File: config.mk
export PLATFORM = sky130hd
export DESIGN_NAME = gpu_mem_cpu2vram_writer_flat
export DESIGN_NICKNAME = d
export VERILOG_FILES = /design/src/rtl/gpu_mem_cpu2vram_writer_if.sv /design/src/rtl/gpu_mem_cpu2vram_writer.sv /design/src/flat_wrapper.sv
export SDC_FILE = /design/constraint.sdc
export NUM_CORES = 1
export LEC_CHECK = 0
export BUFFER_PORTS_ARGS = -buffer_cell sky130_fd_sc_hd__buf_4
export CORE_UTILIZATION = 35
export DETAILED_ROUTE_END_ITERATION = 12
export GPL_TIMING_DRIVEN = 0
export SETUP_SLACK_MARGIN = 0.4
export SYNTH_ARGS = -nofsm -noshare
export SYNTH_HDL_FRONTEND = slang
export SYNTH_SLANG_ARGS = --single-unit
export TNS_END_PERCENT = 5
File: constraint.sdc
create_clock -name clk_i -period 7.1 [get_ports clk_i]
set_clock_uncertainty 0.05 [all_clocks]
set_input_delay 0.355 -clock clk_i [delete_from_list [all_inputs] [get_ports clk_i]]
set_output_delay 0.355 -clock clk_i [all_outputs]
set_load 0.05 [all_outputs]
File: src/rtl/gpu_mem_cpu2vram_writer_if.sv
// FIFO-side and arbiter-side signals of the CPU->VRAM writer.
// The master modport is the writer; the slave modport is the FIFO/arbiter side.
interface gpu_mem_cpu2vram_writer_if #(
    parameter int X_W = 10,
    parameter int Y_W = 9
);
    logic [31:0]    fifo_data_i;
    logic           fifo_valid_i;
    logic           fifo_pop_o;
    logic           wr_req_o;
    logic [X_W-1:0] wr_x_o;
    logic [Y_W-1:0] wr_y_o;
    logic [15:0]    wr_data_o;
    logic           wr_ack_i;

    modport master (
        input  fifo_data_i, fifo_valid_i, wr_ack_i,
        output fifo_pop_o, wr_req_o, wr_x_o, wr_y_o, wr_data_o
    );

    modport slave (
        output fifo_data_i, fifo_valid_i, wr_ack_i,
        input  fifo_pop_o, wr_req_o, wr_x_o, wr_y_o, wr_data_o
    );
endinterface

File: src/rtl/gpu_mem_cpu2vram_writer.sv
// Pops 32-bit CPU words, splits them into two 16-bit pixels (low half first)
// and issues one VRAM write per pixel while walking the destination rectangle.
module gpu_mem_cpu2vram_writer #(
    parameter int X_W = 10,
    parameter int Y_W = 9
) (
    input  logic                        clk_i,
    input  logic                        rst_i,
    input  logic                        start_i,
    input  logic [X_W-1:0]              pos_x_i,
    input  logic [Y_W-1:0]              pos_y_i,
    input  logic [X_W-1:0]              size_w_i,
    input  logic [Y_W-1:0]              size_h_i,
    input  logic                        set_mask_i,
    input  logic                        abort_i,
    gpu_mem_cpu2vram_writer_if.master   bus,
    output logic                        busy_o,
    output logic                        done_o
);
    localparam int CW = X_W + 1;
    localparam int RW = Y_W + 1;

    typedef enum logic [2:0] {S_IDLE, S_FETCH, S_PIX_LO, S_PIX_HI, S_DONE} state_t;

    state_t         r_state;
    state_t         w_state_next;
    logic [31:0]    r_word;
    logic [X_W-1:0] r_pos_x;
    logic [CW-1:0]  r_w;
    logic [RW-1:0]  r_h;
    logic           r_mask;
    logic [CW-1:0]  r_col;
    logic [RW-1:0]  r_row;
    logic [X_W-1:0] r_cur_x;
    logic [Y_W-1:0] r_cur_y;

    logic           w_pix;
    logic           w_ack;
    logic           w_row_end;
    logic           w_last;
    logic [15:0]    w_half;

    assign w_pix     = (r_state == S_PIX_LO) || (r_state == S_PIX_HI);
    assign w_ack     = w_pix && bus.wr_ack_i && !abort_i;
    assign w_row_end = (r_col == r_w - CW'(1));
    assign w_last    = w_row_end && (r_row == r_h - RW'(1));
    assign w_half    = (r_state == S_PIX_HI) ? r_word[31:16] : r_word[15:0];

    assign bus.fifo_pop_o = (r_state == S_FETCH) && bus.fifo_valid_i && !abort_i;
    assign bus.wr_req_o   = w_pix && !abort_i;
    assign bus.wr_x_o     = r_cur_x;
    assign bus.wr_y_o     = r_cur_y;
    assign bus.wr_data_o  = w_pix ? {w_half[15] | r_mask, w_half[14:0]} : 16'd0;
    assign busy_o         = (r_state != S_IDLE);
    assign done_o         = (r_state == S_DONE);

    always_comb begin
        w_state_next = r_state;
        case (r_state)
            S_IDLE:   if (start_i) w_state_next = S_FETCH;
            S_FETCH:  if (bus.fifo_valid_i) w_state_next = S_PIX_LO;
            // An odd pixel count ends in PIX_LO and drops the high half.
            S_PIX_LO: if (bus.wr_ack_i) w_state_next = w_last ? S_DONE : S_PIX_HI;
            S_PIX_HI: if (bus.wr_ack_i) w_state_next = w_last ? S_DONE : S_FETCH;
            S_DONE:   w_state_next = S_IDLE;
            default:  w_state_next = S_IDLE;
        endcase
        // Start beats abort in IDLE because the override skips IDLE.
        if (r_state != S_IDLE && abort_i) begin
            w_state_next = S_IDLE;
        end
    end

    always_ff @(posedge clk_i) begin
        if (rst_i) begin
            r_state <= S_IDLE;
            r_word  <= '0;
            r_pos_x <= '0;
            r_w     <= '0;
            r_h     <= '0;
            r_mask  <= 1'b0;
            r_col   <= '0;
            r_row   <= '0;
            r_cur_x <= '0;
            r_cur_y <= '0;
        end else begin
            r_state <= w_state_next;
            if (r_state == S_IDLE && start_i) begin
                r_pos_x <= pos_x_i;
                r_w     <= (size_w_i == '0) ? CW'(1 << X_W) : CW'(size_w_i);
                r_h     <= (size_h_i == '0) ? RW'(1 << Y_W) : RW'(size_h_i);
                r_mask  <= set_mask_i;
                r_col   <= '0;
                r_row   <= '0;
                r_cur_x <= pos_x_i;
                r_cur_y <= pos_y_i;
            end
            if (bus.fifo_pop_o) begin
                r_word <= bus.fifo_data_i;
            end
            // Coordinates wrap naturally at the VRAM width/height.
            if (w_ack) begin
                if (w_row_end) begin
                    r_col   <= '0;
                    r_row   <= r_row + RW'(1);
                    r_cur_x <= r_pos_x;
                    r_cur_y <= r_cur_y + Y_W'(1);
                end else begin
                    r_col   <= r_col + CW'(1);
                    r_cur_x <= r_cur_x + X_W'(1);
                end
            end
        end
    end
endmodule

File: src/flat_wrapper.sv
// flat-port wrapper written by rule: the top's interface ports become plain ports
module gpu_mem_cpu2vram_writer_flat 
#(
    parameter int X_W = 10,
    parameter int Y_W = 9
)
  (clk_i, rst_i, start_i, pos_x_i, pos_y_i, size_w_i, size_h_i, set_mask_i, abort_i, busy_o, done_o, bus_fifo_data_i, bus_fifo_valid_i, bus_wr_ack_i, bus_fifo_pop_o, bus_wr_req_o, bus_wr_x_o, bus_wr_y_o, bus_wr_data_o);
  gpu_mem_cpu2vram_writer_if #(.X_W(X_W), .Y_W(Y_W)) bus_i ();
  input  logic clk_i;
  input  logic rst_i;
  input  logic start_i;
  input  logic [X_W-1:0] pos_x_i;
  input  logic [Y_W-1:0] pos_y_i;
  input  logic [X_W-1:0] size_w_i;
  input  logic [Y_W-1:0] size_h_i;
  input  logic set_mask_i;
  input  logic abort_i;
  output logic busy_o;
  output logic done_o;
  input wire logic [$bits(bus_i.fifo_data_i)-1:0] bus_fifo_data_i;
  input wire logic [$bits(bus_i.fifo_valid_i)-1:0] bus_fifo_valid_i;
  input wire logic [$bits(bus_i.wr_ack_i)-1:0] bus_wr_ack_i;
  output wire logic [$bits(bus_i.fifo_pop_o)-1:0] bus_fifo_pop_o;
  output wire logic [$bits(bus_i.wr_req_o)-1:0] bus_wr_req_o;
  output wire logic [$bits(bus_i.wr_x_o)-1:0] bus_wr_x_o;
  output wire logic [$bits(bus_i.wr_y_o)-1:0] bus_wr_y_o;
  output wire logic [$bits(bus_i.wr_data_o)-1:0] bus_wr_data_o;
  assign bus_i.fifo_data_i = bus_fifo_data_i;
  assign bus_i.fifo_valid_i = bus_fifo_valid_i;
  assign bus_i.wr_ack_i = bus_wr_ack_i;
  assign bus_fifo_pop_o = bus_i.fifo_pop_o;
  assign bus_wr_req_o = bus_i.wr_req_o;
  assign bus_wr_x_o = bus_i.wr_x_o;
  assign bus_wr_y_o = bus_i.wr_y_o;
  assign bus_wr_data_o = bus_i.wr_data_o;
  gpu_mem_cpu2vram_writer #(.X_W(X_W), .Y_W(Y_W)) u_core (.clk_i(clk_i), .rst_i(rst_i), .start_i(start_i), .pos_x_i(pos_x_i), .pos_y_i(pos_y_i), .size_w_i(size_w_i), .size_h_i(size_h_i), .set_mask_i(set_mask_i), .abort_i(abort_i), .bus(bus_i), .busy_o(busy_o), .done_o(done_o));
endmodule
==> qor.csv <==
stage,metric,value,unit
pwr,NetSw,0.6742,mW
logic_synthesis,Avg Inst Size Synth,7.823,µm²
route,Total Wirelength,17010,µm
die,effective utilization at floorplan,36.13,%
sta,Fin Hold WS,177.3,ps
clock_network,Sink Count,107,
placement,dpl hpwl,12410,µm
route,Avg Vias per Cell,5.220,
logic_synthesis,top-area cell type share of the netlist area,38.57,%
clock_network,"Setup Fix Bufs, Post-CTS",0,
sta,RSZ-0062 raised after global routing,false,
logic_synthesis,Syn Inst Count,710,
sta,min Tclk post-route,3685,ps
route,Post-Route M1 WL,8037,µm
logic_synthesis,"Distinct cells, synth",54,
clock_network,CTS root buffer,clkbuf_16,
pwr,Net Sw Frac,36.94,%
critical_path,"critical path fanouts, max",10,
logic_synthesis,synthesized area,5554,µm²
critical_path,startpoint type of the worst setup path,flop,
global_routing,global-route wire length before repair,27150,µm
placement,placed standard-cell area,6681,µm²
route,Detail Route Antenna Nets,0,
die,CORE AREA,15370,µm²
sta,slew margin rel.,42.54,%
logic_synthesis,sequential element share of the synthesized area,38.57,%
route,highest metal layer with signal wires,met4,
clock_network,clock slew at reported path FFs,80,ps
sta,Setup-failing EPs final,0,
placement,Post-Place Cells,1036,
cells_and_area,final instance area,6998,µm²
sta,Tcrit/Tclk final,51.91,%
logic_synthesis,Synth Warn #,0,
sta,Slew @ Worst Pin,855.4,ps
critical_path,CP arrival,3860,ps
logic_synthesis,"top cells by area, synth","dfxtp_1 39%, nand2_1 10%, a21oi_1 6.9%",
pwr,Peak VDD IR,0.1418,mV
die,die area,16380,µm²
global_routing,total grt overflow,0,
pwr,pwr/cell area,260.8,nW/µm²
sta,Fin Setup TNS,0,ps
logic_synthesis,ys flop type,dfxtp_1,
placement,number of port buffers,115,
die,Die Width,128.0,µm
pwr,Leakage Power,2.696,nW
critical_path,crit path kind,flop to flop,
logic_synthesis,syn_nets,793,
cells_and_area,# diodes,0,
placement,worst slack at placement,3445,ps
logic_synthesis,number of enable flip-flop cells after synthesis,0,
cells_and_area,fill cell count,1609,
route,routed len/inst,16.17,µm
min_path,min-delay worst type,primary input to flop,
global_routing,largest net degree at the start of global routing,21,
cells_and_area,final non-filler cell total,1052,
critical_path,Worst Path Required,7270,ps
cells_and_area,layout cells sized above 1,17.36,%
clock_network,worst-case clock buffer depth,2,
die,# IOs,116,
route,Routed met2 length,7647,µm
pwr,Pwr Total,1.825,mW
cells_and_area,fin util,45.53,%
die,Chip Height,128.0,µm
route,total vias in the final route,5491,
job,Max-cap violations,0,
logic_synthesis,largest area contributor in the netlist,dfxtp_1,
sta,worst setup margin,3415,ps
route,1st-iter DRT viols,298,
clock_network,# resized after CTS,0,
clock_network,TritonCTS clock tree,yes,
global_routing,initial antenna violation count,0,
sta,Fmax,271.3,MHz
route,# DRC,0,
pwr,combinational share of power,31.1,%
route,1st-pass router iterations,4,
critical_path,CP Capture Type,flop,
die,# rows,45,
pwr,internal power,1.151,mW
logic_synthesis,"FFs w/ async S/R, synth",0,%
run_status,outcome,finished clean,
logic_synthesis,"FF+latch count, synth",107,
route,routed wl met3,1013,µm
cells_and_area,Area Growth Syn to Fin,26.00,%
pwr,Clock power frac,29.7,%
cells_and_area,Final Net Count,919,
clock_network,H-Tree Depth,3,
clock_network,number of buffers created by CTS,9,
sta,Max Slew Vio Count,0,
global_routing,vias in the first global route,5161,
clock_network,clk_lat worst skew,360,ps
pwr,Seq pwr share,39.2,%
sta,Final Hold Viols,0,
clock_network,hold_buf cts,0,
placement,GPL Wtd Cong,0.8067,
global_routing,Global Route Usage Sum,21.30,%
==> per-layer routing <==
layer  track usage [%]  vias up
met4             6.436        0
met5                 0        -
met2             33.34      146
met3             4.716       22
met1             29.18     2555
li1                  -     2768
==> worst max-delay path, cell delays in order (launching register included) <==
cell and delay, ps:
dfxtp_1 380, inv_1 80, ha_1 250, nor3b_1 370, a21oi_1 120, a2111oi_0 540, o21ai_0 210, or4_1 560
clkbuf_1 280, clkbuf_1 330, o2111ai_1 270, o41ai_1 100
==> logic make-up (layout without fill, tap and decap cells) <==
logic type               after synthesis  in the layout  share of synthesized area (%)
flip-flops                           107            107                          38.57
XOR/XNOR                              40             40                          6.308
AO/OA/AOI/OAI                        148            148                          17.30
multiplexers                          30             30                          5.474
adder cells (fa/ha/maj)                6              6                          1.352
buffers and inverters                 65            196                          4.618
AND/OR/NAND/NOR                      314            314                          26.38
==> sequential cells by signal, indices dropped and copies added (netlist names) <==
| signal | flops |
|---|---|
| u_core.r_word | 32 |
| u_core.bus.wr_y_o | 9 |
| u_core.r_w | 11 |
| u_core.r_row | 10 |
| u_core.r_col | 11 |
| u_core.r_mask | 1 |
| u_core.r_pos_x | 10 |
| u_core.bus.wr_x_o | 10 |
| u_core.r_state | 3 |
| u_core.r_h | 10 |
==> cell usage after synthesis (5+ instances only) <==
master,count
a211oi_1,5
a21oi_1,77
a221o_1,6
a221oi_1,8
a31oi_1,6
and3_1,18
clkbuf_1,43
dfxtp_1,107
ha_1,6
inv_1,13
mux2i_1,27
nand2_1,151
nand3_1,24
nand4_1,10
nor2_1,52
nor3_1,12
nor4_1,7
o21ai_0,7
o41ai_1,10
or3_1,5
or4_1,7
xnor2_1,20
xor2_1,20
==> power by group through the flow <==
stage	registers (mW)	logic, mW	clock network [mW]
after floorplan	0.770	0.335	0
final	0.716	0.567	0.542
after CTS	0.716	0.568	0.550
after detailed placement	0.729	0.567	0
after global placement	0.729	0.562	0
after global routing	0.725	0.622	0.577
==> final timing paths <==
| check | start | to | slack [ps] | depth (start not counted) |
|---|---|---|---|---|
| hold reg to reg | u_core.r_word[0]$_SDFFE_PP0P_ | u_core.r_word[0]$_SDFFE_PP0P_ | 410 | 2 |
| setup / recovery | u_core.r_w[0]$_SDFFE_PP0P_ | u_core.r_row[7]$_SDFF_PP0_ | 3410 | 11 |
| setup reg to reg | u_core.r_w[0]$_SDFFE_PP0P_ | u_core.r_row[7]$_SDFF_PP0_ | 3410 | 11 |
| hold / removal | bus_fifo_data_i[9] | u_core.r_word[9]$_SDFFE_PP0P_ | 180 | 3 |
==> cells in the final DEF (no fill, tap or decap), types with 3 or more instances in the layout <==
cell type / n
nand2_1: 151
buf_4: 115
dfxtp_1: 107
a21oi_1: 77
nor2_1: 52
clkbuf_1: 43
mux2i_1: 27
nand3_1: 24
xnor2_1: 20
xor2_1: 20
and3_1: 18
inv_1: 13
nor3_1: 12
nand4_1: 10
o41ai_1: 10
clkbuf_16: 9
a221oi_1: 8
or4_1: 7
o21ai_0: 7
nor4_1: 7
a31oi_1: 6
a221o_1: 6
ha_1: 6
a211oi_1: 5
or3_1: 5
buf_1: 4
nor3b_1: 4
o211ai_1: 4
buf_2: 4
nand3b_1: 4
o2111ai_1: 4
inv_8: 4
nand2b_1: 3
nor2b_1: 3
mux2_2: 3
a22oi_1: 3
==> cell type report <==
cell class              instances  area, µm²  area share, %
plain buffers                  52      207.7          2.968
clock buffers                   9      225.2          3.218
clock inverters                 7      91.34          1.305
inverters                      13      48.80         0.6973
multi-input cells             538       3156          45.09
flip-flops and latches        107       2142          30.61
well taps                     211      264.0          3.773
repair buffers                115      863.3          12.34
Note: power is estimated with default switching activity, not from simulation.
